[src/rtl/axi_read_arbiter.sv]
// Arbitrates single-beat fetch and load reads onto one AXI4 read channel, one transaction at a time.
// Optional macro ROUND_ROBIN_EN: alternate grants when both ports wait; otherwise load has fixed priority.
module axi_read_arbiter #(
    parameter int ADDR_W = 15
) (
    input  logic              clk,
    input  logic              rstn,
    input  logic              f_req,
    input  logic [ADDR_W-1:0] f_addr,
    output logic              f_done,
    output logic [31:0]       f_data,
    input  logic              l_req,
    input  logic [ADDR_W-1:0] l_addr,
    output logic              l_done,
    output logic [31:0]       l_data,
    output logic              rd_err,
    output logic [ADDR_W-1:0] araddr,
    output logic [3:0]        arid,
    output logic              arvalid,
    input  logic              arready,
    output logic [7:0]        arlen,
    output logic [2:0]        arsize,
    output logic [1:0]        arburst,
    output logic [3:0]        arcache,
    output logic              arlock,
    output logic [2:0]        arprot,
    output logic [3:0]        arqos,
    input  logic [31:0]       rdata,
    input  logic [1:0]        rresp,
    input  logic              rvalid,
    output logic              rready
);
    typedef enum logic [1:0] {IDLE, ADDR, DATA} state_t;

    state_t            state_q, state_d;
    logic              f_pend_q, f_pend_d, l_pend_q, l_pend_d;
    logic [ADDR_W-1:0] f_addr_q, f_addr_d, l_addr_q, l_addr_d;
    logic [ADDR_W-1:0] araddr_q, araddr_d;
    logic              gnt_load_q, gnt_load_d;
    logic              arvalid_q, arvalid_d, rready_q, rready_d;
    logic              f_done_q, f_done_d, l_done_q, l_done_d, rd_err_q, rd_err_d;
    logic [31:0]       f_data_q, f_data_d, l_data_q, l_data_d;
    logic              pick_load, f_busy, l_busy;
`ifdef ROUND_ROBIN_EN
    logic              last_load_q, last_load_d;
`endif

    // A port is busy from its grant until the cycle its beat is accepted.
    assign f_busy = (state_q != IDLE) && !gnt_load_q;
    assign l_busy = (state_q != IDLE) &&  gnt_load_q;

    always_comb begin
        state_d    = state_q;
        f_pend_d   = f_pend_q;
        l_pend_d   = l_pend_q;
        f_addr_d   = f_addr_q;
        l_addr_d   = l_addr_q;
        araddr_d   = araddr_q;
        gnt_load_d = gnt_load_q;
        arvalid_d  = arvalid_q;
        rready_d   = rready_q;
        f_done_d   = 1'b0;
        l_done_d   = 1'b0;
        rd_err_d   = 1'b0;
        f_data_d   = f_data_q;
        l_data_d   = l_data_q;
`ifdef ROUND_ROBIN_EN
        last_load_d = last_load_q;
        pick_load   = l_pend_q && (!f_pend_q || !last_load_q);
`else
        pick_load   = l_pend_q;
`endif

        if (f_req && !f_pend_q && !f_busy) begin
            f_pend_d = 1'b1;
            f_addr_d = f_addr;
        end
        if (l_req && !l_pend_q && !l_busy) begin
            l_pend_d = 1'b1;
            l_addr_d = l_addr;
        end

        case (state_q)
            IDLE: begin
                if (f_pend_q || l_pend_q) begin
                    if (pick_load) begin
                        l_pend_d = 1'b0;
                        araddr_d = l_addr_q;
                    end else begin
                        f_pend_d = 1'b0;
                        araddr_d = f_addr_q;
                    end
                    gnt_load_d = pick_load;
`ifdef ROUND_ROBIN_EN
                    last_load_d = pick_load;
`endif
                    arvalid_d = 1'b1;
                    state_d   = ADDR;
                end
            end
            ADDR: begin
                if (arready) begin
                    arvalid_d = 1'b0;
                    rready_d  = 1'b1;
                    state_d   = DATA;
                end
            end
            DATA: begin
                if (rvalid) begin
                    rready_d = 1'b0;
                    rd_err_d = (rresp != 2'b00);
                    if (gnt_load_q) begin
                        l_data_d = rdata;
                        l_done_d = 1'b1;
                    end else begin
                        f_data_d = rdata;
                        f_done_d = 1'b1;
                    end
                    state_d = IDLE;
                end
            end
            default: state_d = IDLE;
        endcase
    end

    always_ff @(posedge clk or negedge rstn) begin
        if (!rstn) begin
            state_q    <= IDLE;
            f_pend_q   <= 1'b0;
            l_pend_q   <= 1'b0;
            f_addr_q   <= '0;
            l_addr_q   <= '0;
            araddr_q   <= '0;
            gnt_load_q <= 1'b0;
            arvalid_q  <= 1'b0;
            rready_q   <= 1'b0;
            f_done_q   <= 1'b0;
            l_done_q   <= 1'b0;
            rd_err_q   <= 1'b0;
            f_data_q   <= '0;
            l_data_q   <= '0;
`ifdef ROUND_ROBIN_EN
            last_load_q <= 1'b1;
`endif
        end else begin
            state_q    <= state_d;
            f_pend_q   <= f_pend_d;
            l_pend_q   <= l_pend_d;
            f_addr_q   <= f_addr_d;
            l_addr_q   <= l_addr_d;
            araddr_q   <= araddr_d;
            gnt_load_q <= gnt_load_d;
            arvalid_q  <= arvalid_d;
            rready_q   <= rready_d;
            f_done_q   <= f_done_d;
            l_done_q   <= l_done_d;
            rd_err_q   <= rd_err_d;
            f_data_q   <= f_data_d;
            l_data_q   <= l_data_d;
`ifdef ROUND_ROBIN_EN
            last_load_q <= last_load_d;
`endif
        end
    end

    assign f_done  = f_done_q;
    assign l_done  = l_done_q;
    assign f_data  = f_data_q;
    assign l_data  = l_data_q;
    assign rd_err  = rd_err_q;
    assign araddr  = araddr_q;
    assign arid    = {3'b000, gnt_load_q};
    assign arvalid = arvalid_q;
    assign rready  = rready_q;

    // Single-beat, 4-byte, incrementing, normal non-cacheable bufferable reads.
    assign arlen   = 8'd0;
    assign arsize  = 3'b010;
    assign arburst = 2'b01;
    assign arcache = 4'b0011;
    assign arlock  = 1'b0;
    assign arprot  = 3'b000;
    assign arqos   = 4'b0000;
endmodule

[config.mk]
export PLATFORM = sky130hd
export DESIGN_NAME = axi_read_arbiter
export DESIGN_NICKNAME = d
export VERILOG_FILES = /design/src/rtl/axi_read_arbiter.sv
export SDC_FILE = /design/constraint.sdc
export NUM_CORES = 1
export LEC_CHECK = 0
export ABC_AREA = 0
export CAP_MARGIN = 5
export CORE_MARGIN = 10
export CORE_UTILIZATION = 45
export CTS_CLUSTER_DIAMETER = 40
export DETAILED_ROUTE_END_ITERATION = 16
export PLACE_DENSITY_LB_ADDON = 0.25
export SLEW_MARGIN = 40
export SYNTH_ARGS = -nofsm -noshare
export SYNTH_HDL_FRONTEND = slang
export SYNTH_SLANG_ARGS = --single-unit
[constraint.sdc]
create_clock -name clk -period 3.51 [get_ports clk]
set_clock_uncertainty 0.05 [all_clocks]
set_input_delay 0.702 -clock clk [delete_from_list [all_inputs] [get_ports clk]]
set_output_delay 0.702 -clock clk [all_outputs]
set_load 0.05 [all_outputs]
; After elaboration in Yosys (flattened, before gate mapping)
; Cells that the tools add are included.
[totals]
regBits = 119
in_bits = 70
out_inout_bits = 113
elab_cells = 70
[op_classes]
eq_ne = 5
mux = 27
bitwise = 1
n_reduce_logical = 23
[op_table]
columns = op, count
row1 = $mux 1, 20
row2 = $mux 15, 1
row3 = $reduce_and 3->1, 5
row4 = $reduce_bool 2->1, 4
row5 = $logic_and 1x1->1, 6
row6 = $mux 2, 3
row7 = $ne 2x2->1 const B, 3
row8 = $pmux 2 s3, 1
row9 = $logic_not 1->1, 5
row10 = $pmux 1 s2, 2
row11 = $eq 2x1->1 const B, 1
row12 = $eq 2x2->1 const B, 1
row13 = $logic_not 2->1, 1
row14 = $reduce_and 2->1, 1
row15 = $logic_or 1x1->1, 1
row16 = $not 1->1, 1

; Longest topological paths before layout
; Gate-level depths: netlist of run 1.
[depth]
depth_word = 8
depth_mapped = 5
ltp_nobuf = 3

; Least setup slack after synthesis of run 1
; Ideal clock, no wire load.
[synth_timing]
kind = input to register
from = input f_req
to = register f_addr_q[10]
setup_ns = 0.125
arrival_ns = 1.455
required_ns = 3.335
path_slack_ns = 1.880
path_stages = 4
path_buffers = 1
cell_sequence = nor2b_1 -> o21ai_4 -> buf_12 -> mux2_4
[synth_between]
elab_chain_len = 2
[synth_lines]
columns = item, line_no
row1 = start: declaration, 8  ; input logic f_req,
row2 = $logic_and 1x1->1 (2 in a row), 74  ; if (f_req && !f_pend_q && !f_busy) begin
row3 = end signal: assignment, 149  ; f_addr_q <= f_addr_d;
row4 = end: declaration, 37  ; logic [ADDR_W-1:0] f_addr_q, f_addr_d, l_addr_q, l_addr_d;
; Every way passes these cells.
; A chain may end at the register's enable or synchronous reset.

; Final worst setup path of run 1
[layout_timing]
from = register gnt_load_q
to = output arid[0]
[layout_rtl]
columns = item, line_no
row1 = start: declaration, 39  ; logic gnt_load_q, gnt_load_d;
row2 = start signal: assignment, 152  ; gnt_load_q <= gnt_load_d;
row3 = end: declaration, 18  ; output logic [3:0] arid,
; No word-level cell between the ends.

==> metrics, run 1 <==
status=complete, no violations; postcts setup bufs=0; Layout area overhead=41.7%; worst-margin pin slew=0.741 ns; worst path cell trace=clkdlybuf4s50_1; final hold violation count=0; clock slew at reported path FFs=0.05 ns; post-route ant nets=0; global-route usage over all layers=14.7%; TritonCTS clock tree=built; Layout Cells excl Fill=631; vias in the first global route=3449; worst IR drop on VDD=0.666 mV; DR iter-0 viols=190; Hold Path Class=primary input to asynchronous set/reset pin; Slowest-stage cell, CP=clkdlybuf4s50_1; Net Switching=3.52 mW; Worst setup EP type=output port; Clock Power Share=21.3%; Setup Viol. Count Final=0; Core ar.=11400 µm²; PortBufs=154; Max Slew Vio Count=0; Routed wire per std cell=18.6 µm; worst setup path category=register to output port; detailed-route vias per instance=4.74; Worst EP arrival=1.90 ns; PwrDens=1190 nW/µm²; die area=16200 µm²; r2r setup slk=1.59 ns; clk root buf=clkbuf_16; DRT Wirelength=11800 µm; Remaining Overflow, GRT=0; number of CTS-inserted buffers=17; top cells by area, synth=dfrtp_1 (57%), mux2_4 (16%), mux2_2 (15%); Yosys top cell area share=57.5%; fillers=880; critical path required time=2.76 ns; CP max FO=7; initial antenna violation count=0; Worst path top cell family by delay=buffers and inverters; clk buf depth=2; Avg Cell Area, Syn=16.4 µm²; CTS sink cnt=119; register bit total from synthesis=119; Comb pwr share=49.8%; residual DRC count=0; most frequent cells in the layout=clkdlybuf4s50_1 (153), dfrtp_1 (118), mux2_2 (68), mux2_4 (56), conb_1 (28); Leakage=3.31 nW; I/O pin cnt=183; synth warn=0; fin area=7340 µm²; Sequential Power Share=28.8%; Final Util=64.6%; Critical Path Source Type=register; Slowest Stage Delay on Critical Path=0.92 ns; leading area contributor after synthesis=dfrtp_1; Die H=127 µm; Tmin final=2.65 ns; RSZ-0062 raised after global routing=no; first-pass GRT wire length=19100 µm; post-synth cell types=25; commonest non-fill, non-tap cell in the layout=clkdlybuf4s50_1; max-cap violations=0; Placer Congestion=0.699; H-tree levels=4; share of cells above drive strength 1=34.6%; part of the Yosys area used for sequential elements=57.5%; post-detail-place hpwl=8620 µm; Rows=39; DR vias=2989; Mapped Cells=316; CTS resizes=0; largest net degree at the start of global routing=80; setup tns final=0 ns; DP Area=6690 µm²; latest clock arrival within the worst-skew pair=0.40 ns; normalized max-slew margin=50.4%; internal power=5.21 mW; hold_buf cts=0; Initial DRT Pass Iterations=3; Mapped Area=5180 µm²; Max Clk Rate=377 MHz; width of the die=127 µm; Starting Density=45.6%; Sw Share=40.3%; Tot Pwr=8.73 mW; post-layout net count=545; Placed Cells=599; Tcrit/Tclk final=75.6%; Bufs and invs on worst path=1; ANT cells=0
[final timing paths]
path / startpoint / end / depth (start not counted)
setup reg to reg: state_q[1] / f_data[25] / 4
setup / recovery: gnt_load_q / arid[0] / 1
max in group asynchronous: rstn / f_data[3] / 2
min in group clk: f_addr_q[13] / f_addr_q[13] / 1
hold reg to reg: f_addr_q[13] / f_addr_q[13] / 1
hold / removal: rstn / l_data[10] / 1
[kinds of logic (layout without fill, tap and decap cells)]
logic type             after synthesis  count (layout)  synth area share (%)
buffers and inverters               43             189                  6.78
muxes                              124             124                  31.0
DFF                                119             119                  57.5
and+or+nand+nor                     17              17                  2.75
other                                2              28                 0.145
AOI/OAI and AO/OA                   11              11                  1.86
[area by class of cell]
class	instances	area (µm²)	area share, %
Clock buffer	21	480	6.54
Clock inverter	11	170	2.32
Inverter	1	3.75	0.0511
Multi-Input combinational cell	180	1950	26.6
Sequential cell	119	2980	40.6
Tap cell	143	179	2.44
Timing Repair Buffer	156	1580	21.5
[metrics by stage]
stage / hold slack [ns] / worst slack [ns]
5_1_grt: 0.245 / 0.794
4_1_cts: 0.235 / 0.807
6_report: 0.227 / 0.857
2_1_floorplan: 0.356 / 1.88
3_5_place_dp: 0.440 / 0.872
3_3_place_gp: 0.432 / 0.921
[registers in the layout, summed over array words and instances, names as in the netlist, 2 cells and up]
signal and count:
l_addr_q 15, l_data 32, f_data 32, state_q 2
araddr 15, f_addr_q 15
[cells in the mapped netlist]
| cell | instances |
|---|---|
| nand2_1 | 4 |
| o21ai_4 | 2 |
| nor2b_1 | 2 |
| mux2_4 | 56 |
| o21ai_0 | 3 |
| conb_1 | 2 |
| buf_4 | 34 |
| o21ai_2 | 1 |
| buf_6 | 6 |
| a22o_1 | 1 |
| a21bo_2 | 1 |
| or2b_1 | 1 |
| a21oi_1 | 1 |
| mux2_2 | 68 |
| buf_2 | 1 |
| nand2b_1 | 1 |
| inv_1 | 1 |
| nor2_1 | 4 |
| buf_12 | 1 |
| o21a_1 | 1 |
| nor2_4 | 2 |
| nand4b_4 | 1 |
| nand3b_4 | 2 |
| dfrtp_1 | 119 |
| o22a_1 | 1 |
[power groups by stage]
stage | combinational [mW] | clock, mW | sequential, mW
after detailed placement | 4.40 | 0 | 2.54
after global placement | 4.34 | 0 | 2.51
final | 4.35 | 1.86 | 2.52
after global routing | 4.56 | 1.96 | 2.62
after floorplan | 1.63 | 0 | 4.00
after CTS | 4.41 | 1.91 | 2.53
[layer usage]
layer  share of wire (%)  GRT usage, %  vias up  routed length [µm]
met5                   0             0        -                   0
met4                 1.1          5.43        0                 126
met3                  11          7.15       15                1290
met2                  45          22.1      123                5270
met1                  43          18.0     1479                5060
li1                    -             -     1372                   -
Power figures use the tool's default switching activity.
==> inputs of run 2 (changes only) <==
--- a/config.mk
+++ b/config.mk
@@ -8,7 +8,7 @@
 export ABC_AREA = 0
 export CAP_MARGIN = 5
 export CORE_MARGIN = 10
-export CORE_UTILIZATION = 45
+export CORE_UTILIZATION = 41
 export CTS_CLUSTER_DIAMETER = 40
 export DETAILED_ROUTE_END_ITERATION = 16
 export PLACE_DENSITY_LB_ADDON = 0.25
==> constraint.sdc (replaced) <==
create_clock -name clk -period 2.2 [get_ports clk]
set_clock_uncertainty 0.05 [all_clocks]
set_input_delay 0.44 -clock clk [delete_from_list [all_inputs] [get_ports clk]]
set_output_delay 0.44 -clock clk [all_outputs]
set_load 0.05 [all_outputs]
==> metrics, run 2 (synthesis results as in run 1) <==
CTS resizes=0; Sw Share=40.9%; met2 wire len=5610 µm; max-cap violations=0; Initial DRT Pass Iterations=4; WL met1=5540 µm; routed wl met3=1060 µm; Sequential Power Share=28.5%; most frequent cells in the layout=clkdlybuf4s50_1 (152), dfrtp_1 (119), mux2_2 (68), mux2_4 (56), conb_1 (28); Remaining Overflow, GRT=0; fillers=1033; Leakage=3.34 nW; die area=17500 µm²; width of the die=132 µm; internal power=8.18 mW; Layout area overhead=43.1%; post-route ant nets=0; clk root buf=clkbuf_16; initial antenna violation count=0; post-detail-place hpwl=9150 µm; Slowest-stage cell, CP=clkdlybuf4s50_1; CP max FO=2; residual DRC count=0; worst-margin pin slew=0.745 ns; final hold violation count=0; Worst EP arrival=1.60 ns; vias in the first global route=3564; Tmin final=2.09 ns; detailed-route vias per instance=4.56; clock slew at reported path FFs=0.05 ns; Comb pwr share=51.9%; setup tns final=0 ns; first-pass GRT wire length=20100 µm; global-route usage over all layers=14.4%; Worst setup EP type=output port; Max Clk Rate=477 MHz; DRT Wirelength=12400 µm; Core ar.=12500 µm²; Net Switching=5.66 mW; commonest non-fill, non-tap cell in the layout=clkdlybuf4s50_1; DR vias=3053; PwrDens=1860 nW/µm²; Placer Congestion=0.735; ANT cells=0; PortBufs=154; Tcrit/Tclk final=95.2%; number of CTS-inserted buffers=17; worst path cell trace=clkdlybuf4s50_1; Bufs and invs on worst path=1; critical path required time=1.71 ns; Final Util=59.3%; Worst path top cell family by delay=buffers and inverters; worst IR drop on VDD=0.799 mV; Starting Density=41.4%; Critical Path Source Type=register; clk buf depth=2; latest clock arrival within the worst-skew pair=0.41 ns; share of cells above drive strength 1=35.0%; CTS sink cnt=119; post-layout net count=554; normalized max-slew margin=50.1%; Die H=132 µm; largest net degree at the start of global routing=60; DR iter-0 viols=99; status=complete, no violations; TritonCTS clock tree=built; I/O pin cnt=183; highest metal used=met4; Rows=41; H-tree levels=4; Setup Viol. Count Final=0; Slowest Stage Delay on Critical Path=0.82 ns; worst setup path category=register to output port; Max Slew Vio Count=0; Routed wire per std cell=18.5 µm; Clock Power Share=19.6%; Hold Path Class=primary input to asynchronous set/reset pin; RSZ-0062 raised after global routing=no
run 2: changes by cell type in the layout (fill, tap and decap cells not counted):
| cell | change |
|---|---|
| buf_12 | +3 |
| buf_4 | +6 |
| bufinv_16 | -2 |
| clkbuf_1 | +3 |
| clkdlybuf4s50_1 | -1 |
| clkinv_2 | +2 |
| clkinv_4 | -2 |
| clkinvlp_4 | -1 |
| dfrtp_1 | +1 |
| dfrtp_2 | -1 |
| dlygate4sd3_1 | +1 |
run 2: final timing paths:
check / from / endpoint / slack, ns / cells after the start
max: l_data[15] / l_data[15] / 0.11 / 1
min: rstn / f_data[17] / 0.34 / 2
max reg2reg: state_q[0] / f_addr_q[2] / 0.39 / 3
min reg2reg: l_addr_q[1] / l_addr_q[1] / 0.45 / 1
max in group asynchronous: rstn / l_data[5] / 1.24 / 3
min in group clk: l_addr_q[1] / l_addr_q[1] / 0.45 / 1
run 2: timing repair:
item	in CTS	in global routing
buffers inserted	0	0
hold buffers	1	0
hold endpoints to repair	3	0
run 2: worst register-to-register path, stage by stage, from the launching register on:
cell and delay (ns):
dfrtp_1 0.52, nor2_4 0.12, o21ai_4 0.60, mux2_2 0.41
run 2: layer usage:
| metal | vias up | track usage (%) |
|---|---|---|
| met5 | - | 0 |
| met4 | 0 | 5.13 |
| met3 | 21 | 6.59 |
| met2 | 130 | 22.1 |
| met1 | 1513 | 17.6 |
| li1 | 1389 | - |
run 2: cell type report:
type	instances	area, µm²	share of cell area, %
Clock buffer	24	492	6.63
Tap cell	172	215	2.90
Timing Repair Buffer	165	1680	22.7
Inverter	1	3.75	0.0506
Clock inverter	8	95.1	1.28
Sequential cell	119	2980	40.1
Multi-Input combinational cell	180	1950	26.3
run 2: through the flow:
stage                     hold slack [ns]  cells  power [mW]  worst slack, ns  area (µm²)
after floorplan                    0.0944    342        8.99            0.726        5280
after CTS                           0.321    669        14.0           0.0669        7420
after global placement              0.211    636        11.1            0.130        6820
after global routing                0.330    669        14.5           0.0392        7420
after detailed placement            0.212    636        11.2           0.0907        6820
final                               0.343    669        13.8            0.105        7420
run 2: power by group through the flow:
| stage | registers [mW] | logic [mW] | clock network, mW |
|---|---|---|---|
| 3_5_place_dp | 3.97 | 7.26 | 0 |
| 4_1_cts | 3.96 | 7.29 | 2.77 |
| 3_3_place_gp | 3.93 | 7.15 | 0 |
| 6_report | 3.94 | 7.19 | 2.71 |
| 5_1_grt | 4.10 | 7.53 | 2.87 |
| 2_1_floorplan | 6.39 | 2.60 | 0 |
